### config.mk
export PLATFORM = sky130hd
export DESIGN_NAME = led_scan_driver
export DESIGN_NICKNAME = d
export VERILOG_FILES = /design/src/rtl/led_pkg.sv /design/src/rtl/led_scan_timer.sv /design/src/rtl/led_scan_driver.sv
export SDC_FILE = /design/constraint.sdc
export NUM_CORES = 1
export LEC_CHECK = 0
export BUFFER_PORTS_ARGS = -buffer_cell sky130_fd_sc_hd__buf_2
export CAP_MARGIN = 20
export CORE_MARGIN = 2
export CORE_UTILIZATION = 45
export CTS_CLUSTER_SIZE = 30
export DETAILED_ROUTE_END_ITERATION = 8
export PLACE_DENSITY_LB_ADDON = 0.12
export SLEW_MARGIN = 5
export SYNTH_ARGS = -nofsm -noshare
export SYNTH_HDL_FRONTEND = slang
export SYNTH_SLANG_ARGS = --single-unit
### constraint.sdc
create_clock -name clk -period 3.63 [get_ports clk]
set_input_delay 0.5445 -clock clk [delete_from_list [all_inputs] [get_ports clk]]
set_output_delay 0.5445 -clock clk [all_outputs]
set_load 0.02 [all_outputs]
### src/rtl/led_pkg.sv
// Shared types and helpers for the multiplexed seven-segment display driver.
package led_pkg;

  localparam int unsigned SEG_W      = 7;
  localparam int unsigned MAX_DIGITS = 16;
  localparam int unsigned SEG_VEC_W  = SEG_W * MAX_DIGITS;

  localparam logic [SEG_W-1:0] SEG_BLANK = 7'h7F;

  typedef enum logic {
    PH_BLANK = 1'b0,
    PH_SHOW  = 1'b1
  } phase_t;

  // Extracts the gfedcba field of digit d from a packed per-digit vector.
  function automatic logic [SEG_W-1:0] seg_slice(input logic [SEG_VEC_W-1:0] vec,
                                                  input int unsigned d);
    return SEG_W'(vec >> (d * SEG_W));
  endfunction

endpackage

### src/rtl/led_scan_timer.sv
// Slot timebase: divides clk into digit slots and reports phase, frame boundary and frame start.
module led_scan_timer
  import led_pkg::*;
#(
  parameter int unsigned NUM_DIGITS   = 4,
  parameter int unsigned CLK_DIV      = 12500,
  parameter int unsigned BLANK_CYCLES = 64,
  localparam int unsigned DIG_W = (NUM_DIGITS > 1) ? $clog2(NUM_DIGITS) : 1
) (
  input  logic             clk,
  input  logic             reset_n,
  output logic [DIG_W-1:0] digit,
  output phase_t           phase_c,
  output logic             boundary_c,
  output logic             frame_tick_c
);

  localparam int unsigned CNT_W = $clog2(CLK_DIV);

  generate
    if (CLK_DIV < 2 || BLANK_CYCLES >= CLK_DIV) begin : g_bad_timing
      $error("led_scan_timer: need CLK_DIV >= 2 and BLANK_CYCLES < CLK_DIV");
    end
  endgenerate

  logic [CNT_W-1:0] div_cnt;
  logic [CNT_W-1:0] div_cnt_nxt;
  logic [DIG_W-1:0] digit_nxt;
  logic             slot_end;

  always_comb begin
    slot_end     = (div_cnt == CNT_W'(CLK_DIV - 1));
    div_cnt_nxt  = div_cnt + CNT_W'(1);
    digit_nxt    = digit;
    if (slot_end) begin
      div_cnt_nxt = '0;
      digit_nxt   = (digit == DIG_W'(NUM_DIGITS - 1)) ? '0 : digit + DIG_W'(1);
    end
    phase_c      = (div_cnt < CNT_W'(BLANK_CYCLES)) ? PH_BLANK : PH_SHOW;
    boundary_c   = slot_end && (digit == DIG_W'(NUM_DIGITS - 1));
    frame_tick_c = (div_cnt == '0) && (digit == '0);
  end

  always_ff @(posedge clk or negedge reset_n) begin
    if (!reset_n) begin
      div_cnt <= '0;
      digit   <= '0;
    end else begin
      div_cnt <= div_cnt_nxt;
      digit   <= digit_nxt;
    end
  end

endmodule

### src/rtl/led_scan_driver.sv
// Double-buffered, time-multiplexed driver for a common-anode seven-segment display.
module led_scan_driver
  import led_pkg::*;
#(
  parameter int unsigned NUM_DIGITS   = 4,
  parameter int unsigned CLK_DIV      = 12500,
  parameter int unsigned BLANK_CYCLES = 64
) (
  input  logic                        clk,
  input  logic                        reset_n,
  input  logic [SEG_W*NUM_DIGITS-1:0] seg_in,
  input  logic [NUM_DIGITS-1:0]       dp_in,
  input  logic [NUM_DIGITS-1:0]       digit_en,
  input  logic                        load,
  output logic                        load_ack,
  output logic                        frame_start,
  output logic [SEG_W-1:0]            seg_out,
  output logic                        dp_out,
  output logic [NUM_DIGITS-1:0]       an_out
);

  localparam int unsigned DIG_W = (NUM_DIGITS > 1) ? $clog2(NUM_DIGITS) : 1;
  localparam int unsigned VEC_W = SEG_W * NUM_DIGITS;

  generate
    if (NUM_DIGITS == 0 || NUM_DIGITS > MAX_DIGITS) begin : g_bad_digits
      $error("led_scan_driver: NUM_DIGITS out of range");
    end
  endgenerate

  logic [DIG_W-1:0] digit;
  phase_t           phase_c;
  logic             boundary_c;
  logic             frame_tick_c;

  led_scan_timer #(
    .NUM_DIGITS  (NUM_DIGITS),
    .CLK_DIV     (CLK_DIV),
    .BLANK_CYCLES(BLANK_CYCLES)
  ) u_timer (
    .clk         (clk),
    .reset_n     (reset_n),
    .digit       (digit),
    .phase_c     (phase_c),
    .boundary_c  (boundary_c),
    .frame_tick_c(frame_tick_c)
  );

  logic [VEC_W-1:0]      staging_seg, staging_seg_nxt;
  logic [NUM_DIGITS-1:0] staging_dp,  staging_dp_nxt;
  logic [VEC_W-1:0]      shadow_seg,  shadow_seg_nxt;
  logic [NUM_DIGITS-1:0] shadow_dp,   shadow_dp_nxt;
  logic                  pending,     pending_nxt;
  logic                  load_ack_nxt;
  logic                  frame_start_nxt;
  logic [SEG_W-1:0]      seg_out_nxt;
  logic                  dp_out_nxt;
  logic [NUM_DIGITS-1:0] an_out_nxt;
  logic                  swap_c;
  logic                  show_c;

  // Swap uses the staging contents from before this cycle; a coincident load re-arms pending.
  always_comb begin
    staging_seg_nxt = staging_seg;
    staging_dp_nxt  = staging_dp;
    shadow_seg_nxt  = shadow_seg;
    shadow_dp_nxt   = shadow_dp;
    an_out_nxt      = '1;
    seg_out_nxt     = SEG_BLANK;
    dp_out_nxt      = 1'b1;

    swap_c          = boundary_c && pending;
    show_c          = (phase_c == PH_SHOW) && digit_en[digit];
    pending_nxt     = load || (pending && !boundary_c);
    load_ack_nxt    = swap_c;
    frame_start_nxt = frame_tick_c;

    if (swap_c) begin
      shadow_seg_nxt = staging_seg;
      shadow_dp_nxt  = staging_dp;
    end
    if (load) begin
      staging_seg_nxt = seg_in;
      staging_dp_nxt  = dp_in;
    end
    if (show_c) begin
      an_out_nxt  = ~(NUM_DIGITS'(1) << digit);
      seg_out_nxt = seg_slice(SEG_VEC_W'(shadow_seg), 32'(digit));
      dp_out_nxt  = ~shadow_dp[digit];
    end
  end

  always_ff @(posedge clk or negedge reset_n) begin
    if (!reset_n) begin
      staging_seg <= '1;
      staging_dp  <= '0;
      shadow_seg  <= '1;
      shadow_dp   <= '0;
      pending     <= 1'b0;
      load_ack    <= 1'b0;
      frame_start <= 1'b0;
      seg_out     <= SEG_BLANK;
      dp_out      <= 1'b1;
      an_out      <= '1;
    end else begin
      staging_seg <= staging_seg_nxt;
      staging_dp  <= staging_dp_nxt;
      shadow_seg  <= shadow_seg_nxt;
      shadow_dp   <= shadow_dp_nxt;
      pending     <= pending_nxt;
      load_ack    <= load_ack_nxt;
      frame_start <= frame_start_nxt;
      seg_out     <= seg_out_nxt;
      dp_out      <= dp_out_nxt;
      an_out      <= an_out_nxt;
    end
  end

endmodule
== Word level (Yosys, flattened, before mapping) ==
Cells that the tools add are included.
Storage, ports and cells
  register bits: 95
  input port bits: 39
  output and inout bits: 14
  logic and storage cells: 42
Operators by class
  add/subtract/negate cells: 2
  multiply operators: 1
  magnitude comparators: 2
  equal/unequal tests: 2
  shifts and indexed selects: 2
  mux-type cells: 10
  bitwise gates (word level): 2
  reduce and logical (&&, ||, !) cells: 9
Operators with widths (count)
  28-bit by 5-bit right shift with 7-bit output: 1
  14-bit by 1-bit adder with 14-bit output, second input constant: 1
  14-bit equality test, second input constant: 1
  14-bit zero test: 1
  14-bit by 7-bit less-than comparator with 1-bit output, second input constant: 1
  14-bit 2-to-1 mux: 1
  7-bit 2-to-1 mux: 1
  1-bit logical AND: 5
  2-bit by 3-bit multiplier with 5-bit output, second input constant: 1
  1-bit binary-select mux with 2-bit select: 2
  1-bit 2-to-1 mux: 4
  4-bit 2-to-1 mux: 1
  4-bit NOT: 1
  1-bit by 2-bit left shift with 4-bit output, first input constant: 1
  2-bit by 3-bit less-than comparator with 1-bit output, second input constant: 1
  2-bit by 1-bit adder with 2-bit output, second input constant: 1
  2-bit equality test, second input constant: 1
  2-bit zero test: 1
  2-bit 2-to-1 mux: 1
  1-bit zero test: 1
  1-bit logical OR: 1
  1-bit NOT: 1

== Depth between registers and ports, before layout ==
  depth in word-level cells: 5
  mapped depth: 7
  gate-level depth less buffers: 5

== Hierarchy ==
Synthesis repeated with hierarchy kept, for this count alone.
Second synthesis, totals
  cells, all modules: 263
  area, all modules: 3988.8 µm²
Modules (own cells, without submodules)
  led_scan_driver: instances 1, cells an instance 183, area each 3158.0 µm²
  led_scan_timer: instances 1, cells an instance 80, area each 830.8 µm²

== Least setup slack after synthesis ==
No wires, ideal clock.
  kind: register to register
  start point: reg u_timer.div_cnt[9]
  end point: reg shadow_dp[1]
  arrival time: 2.065 ns
  data required time: 3.503 ns
  path slack: 1.437 ns
  cell stages (with the launch flop): 7
  buffers on the path: 2
  clock period less this slack: 2.193 ns
  path through: dfrtp_1 -> or4_4 -> nor4_4 -> and3_1 -> buf_4 -> buf_8 -> mux2_1
Between the ends
  longest elaborated chain between the ends: 3
RTL lines
  start, declared: RTL line led_scan_timer.sv:26  | logic [CNT_W-1:0] div_cnt;
  start signal, assigned: RTL line led_scan_timer.sv:49  | div_cnt <= div_cnt_nxt;
  14-bit equality test: RTL line led_scan_timer.sv:32  | slot_end = (div_cnt == CNT_W'(CLK_DIV - 1));
  1-bit logical AND: RTL line led_scan_timer.sv:40  | boundary_c = slot_end && (digit == DIG_W'(NUM_DIGITS - 1));
  1-bit logical AND: RTL line led_scan_driver.sv:72  | swap_c = boundary_c && pending;
  end signal, assigned: RTL line led_scan_driver.sv:109  | shadow_dp <= shadow_dp_nxt;
  end, declared: RTL line led_scan_driver.sv:52  | logic [NUM_DIGITS-1:0] shadow_dp, shadow_dp_nxt;
Every way passes these cells.
A chain may end at the register's enable or synchronous reset.

== Worst setup path after layout ==
  start point: reg u_timer.div_cnt[9]
  end point: reg shadow_dp[3]
Same word-level chain as after synthesis.

==> flow_metrics.env <==
export IMPL_slew_viol_final=0
export IMPL_relSlewSlack_pct=44.4
export IMPL_pre_cts_ws_ps=1160
export IMPL_initial_core_util_pct=46.0
export IMPL_clkTransAtPathRegs_ps=90
export IMPL_yosysSeqAreaShare_pct=61.7
export IMPL_p_leak_nw=1.94
export IMPL_die_w_um=98.2
export IMPL_ir_drop_mv=0.256
export IMPL_grt_overflow=0
export IMPL_insertion_delay_ps=350
export IMPL_via_per_inst=5.08
export IMPL_post_cts_buffers=0
export IMPL_status="finished, final reports clean"
export IMPL_die_area_um2=9630
export IMPL_synth_cell_area_um2=3990
export IMPL_setup_viol=0
export IMPL_cts_tree="done"
export IMPL_io_buffers=52
export IMPL_nets=360
export IMPL_synth_main_ff_cell="dfstp_2"
export IMPL_holdCritPathClass="input port to asynchronous set/reset pin"
export IMPL_htree_levels=3
export IMPL_drv_cap=0
export IMPL_drc=0
export IMPL_ys_seq_elements=95
export IMPL_ys_types=34
export IMPL_n_antenna_cell=0
export IMPL_detail_route_antenna_nets=0
export IMPL_drive_above_1_share_pct=58.1
export IMPL_io_pins=53
export IMPL_hold_viol=0
export IMPL_root_buffer="clkbuf_8"
export IMPL_fin_ws_ps=1180
export IMPL_dr_total_vias=2173
export IMPL_yosysWarnings=0
export IMPL_path_cells="or4_4 -> nor4_4 -> buf_4 -> and3_1 -> buf_4 -> mux2_2"
export IMPL_slowest_stage="or4_4"
export IMPL_cts_sinks=95
export IMPL_fin_crit_ps=2450
export IMPL_drtPass1Iterations=4
export IMPL_grt_setup_unrepaired="false"
export IMPL_crit_buf_inv=2
export IMPL_antenna_found_initial=0
export IMPL_hold_ws_ps=290
export IMPL_wl_um=6660
export IMPL_place_gp_congestion=0.837
export IMPL_final_period_utilization_pct=67.5
export IMPL_power_density_nw_per_um2=433
export IMPL_ctsLongestPathBuffers=2
export IMPL_first_global_vias=2347
export IMPL_core_um2=8680
export IMPL_end_kind="flop"
export IMPL_synth_fp_nets=304
export IMPL_critPathLaunchType="flop"
export IMPL_fin_worst_skew_ps=7.07
export IMPL_tns_ps=0
export IMPL_die_h_um=98.2
export IMPL_grt_pass1_wl_um=11800
export IMPL_timing_fmax_mhz=408
export IMPL_syn_mean_instance_area_um2=15.4
export IMPL_cts_hold_buf=0
export IMPL_numCtsBuffers=9
export IMPL_synthArstFlopShare_pct=100
export IMPL_cp_common_cell="buf_4"
export IMPL_crit_arrival_ps=2690
export IMPL_grt_max_degree=69
export IMPL_worstPathMaxFanout=20
export IMPL_first_iter_violations=87
export IMPL_row_count=34
export IMPL_worst_pin_slew_ps=833
export IMPL_wl_per_cell_um=15.6
export IMPL_area_growth_pct=14.1
export IMPL_worst_path_dominant_cell_family="simple AND/OR/NAND/NOR gates"
export IMPL_cp_slowest_stage_delay_ps=570
export IMPL_synth_edf_count=0
export IMPL_worstPathRequired_ps=3870
export IMPL_synthCells=259
export IMPL_crit_type="flop to flop"
export IMPL_hpwl_um=4380
export IMPL_gr_usage_all_layers_pct=15.7
export IMPL_cts_resized=0
==> cell usage in the layout, fill, tap and decap left out <==
cell and instances:
ha_1 6, dfrtp_1 27, xor2_1 5, nor2b_1 3
mux2_1 29, inv_6 1, xnor2_1 5, or4_4 1
mux4_2 9, o21bai_1 1, and3_1 2, and4_1 2
nand2_1 10, dfstp_2 68, nand3_1 7, nor4_1 2
nand4b_1 1, or2_2 1, inv_4 1, nand4_1 3
nor2_1 10, clkbuf_1 2, nand2b_1 7, nor4_4 1
buf_4 6, a21o_1 1, clkinv_2 1, nor3_1 1
clkbuf_8 9, inv_1 4, or3_1 1, mux2i_1 1
mux2_2 35, bufinv_16 2, and2_1 1, o21ai_0 2
o22a_1 1, buf_2 51
==> report_power, final <==
group          internal, mW  leakage (nW)  total, mW  switching [mW]
clock network         0.391         0.108      0.748           0.357
registers              1.12          1.06       1.14          0.0178
logic                0.0479         0.772     0.0886          0.0407
==> routing by layer <==
metal	wire length, µm	up-vias	global-route usage (%)
met5	0	-	0
met2	3140	38	24.1
met1	3170	1111	21.8
met4	75	0	4.43
li1	-	1018	-
met3	272	6	4.80
==> path summary, 6_finish.rpt <==
path | cells after the start | slack (ps) | end | start
min in group clk | 2 | 420 | staging_dp[1] | dp_in[1]
max in group asynchronous | 2 | 2430 | staging_seg[10] | reset_n
min | 1 | 290 | staging_dp[1] | reset_n
max reg2reg | 6 | 1180 | shadow_dp[3] | u_timer.div_cnt[9]
max | 6 | 1180 | shadow_dp[3] | u_timer.div_cnt[9]
min reg2reg | 1 | 480 | pending | pending
==> through the flow <==
step           power [mW]  utilization [%]  cell area [µm²]  std cells
2_1_floorplan        1.19                -             3990        259
3_3_place_gp         1.25             50.0             4340        412
3_5_place_dp         1.25             50.0             4340        412
4_1_cts              2.01             52.5             4550        428
5_1_grt              2.06             52.5             4550        428
6_report             1.97             52.5             4550        428
==> kinds of logic (layout without fill, tap and decap cells) <==
| kind of cell | count (synthesis) | count (layout) | share of synthesized area (%) |
|---|---|---|---|
| xor+xnor | 10 | 10 | 2.20 |
| flops | 95 | 95 | 61.7 |
| buf+inv | 16 | 77 | 2.45 |
| simple gates | 53 | 53 | 7.50 |
| fa+ha+maj | 6 | 6 | 1.88 |
| compound gates | 5 | 5 | 0.847 |
| mux | 74 | 74 | 23.4 |
==> final cells by class <==
cell class	count	area, µm²
Timing Repair Buffer	57	300
Multi-Input combinational cell	148	1430
Sequential cell	95	2460
Inverter	4	15.0
Fill cell	779	4130
Tap cell	108	135
Clock inverter	5	80.1
Clock buffer	11	131
==> cell usage after synthesis, types with 4 or more instances <==
| master | number | area, µm² |
|---|---|---|
| inv_1 | 4 | 15.0 |
| dfrtp_1 | 27 | 676 |
| xor2_1 | 5 | 43.8 |
| ha_1 | 6 | 75.1 |
| mux2_1 | 29 | 327 |
| nand3_1 | 7 | 35.0 |
| nor2_1 | 10 | 37.5 |
| dfstp_2 | 68 | 1790 |
| nand2_1 | 10 | 37.5 |
| clkbuf_1 | 7 | 26.3 |
| xnor2_1 | 5 | 43.8 |
| nand2b_1 | 7 | 43.8 |
| mux4_2 | 9 | 203 |
| mux2_2 | 35 | 394 |
==> worst register-to-register path: stages, from the launching register on <==
cell and delay [ps]:
dfrtp_1 420, or4_4 570, nor4_4 270, buf_4 220
and3_1 200, buf_4 290, mux2_2 380
==> registers in the layout, indices dropped and copies added (netlist names), 2 cells and up <==
register         count
staging_dp           4
staging_seg         28
seg_out              7
shadow_seg          28
u_timer.div_cnt     14
shadow_dp            4
an_out               4
u_timer.digit        2
(Power assumes the default switching activity.)
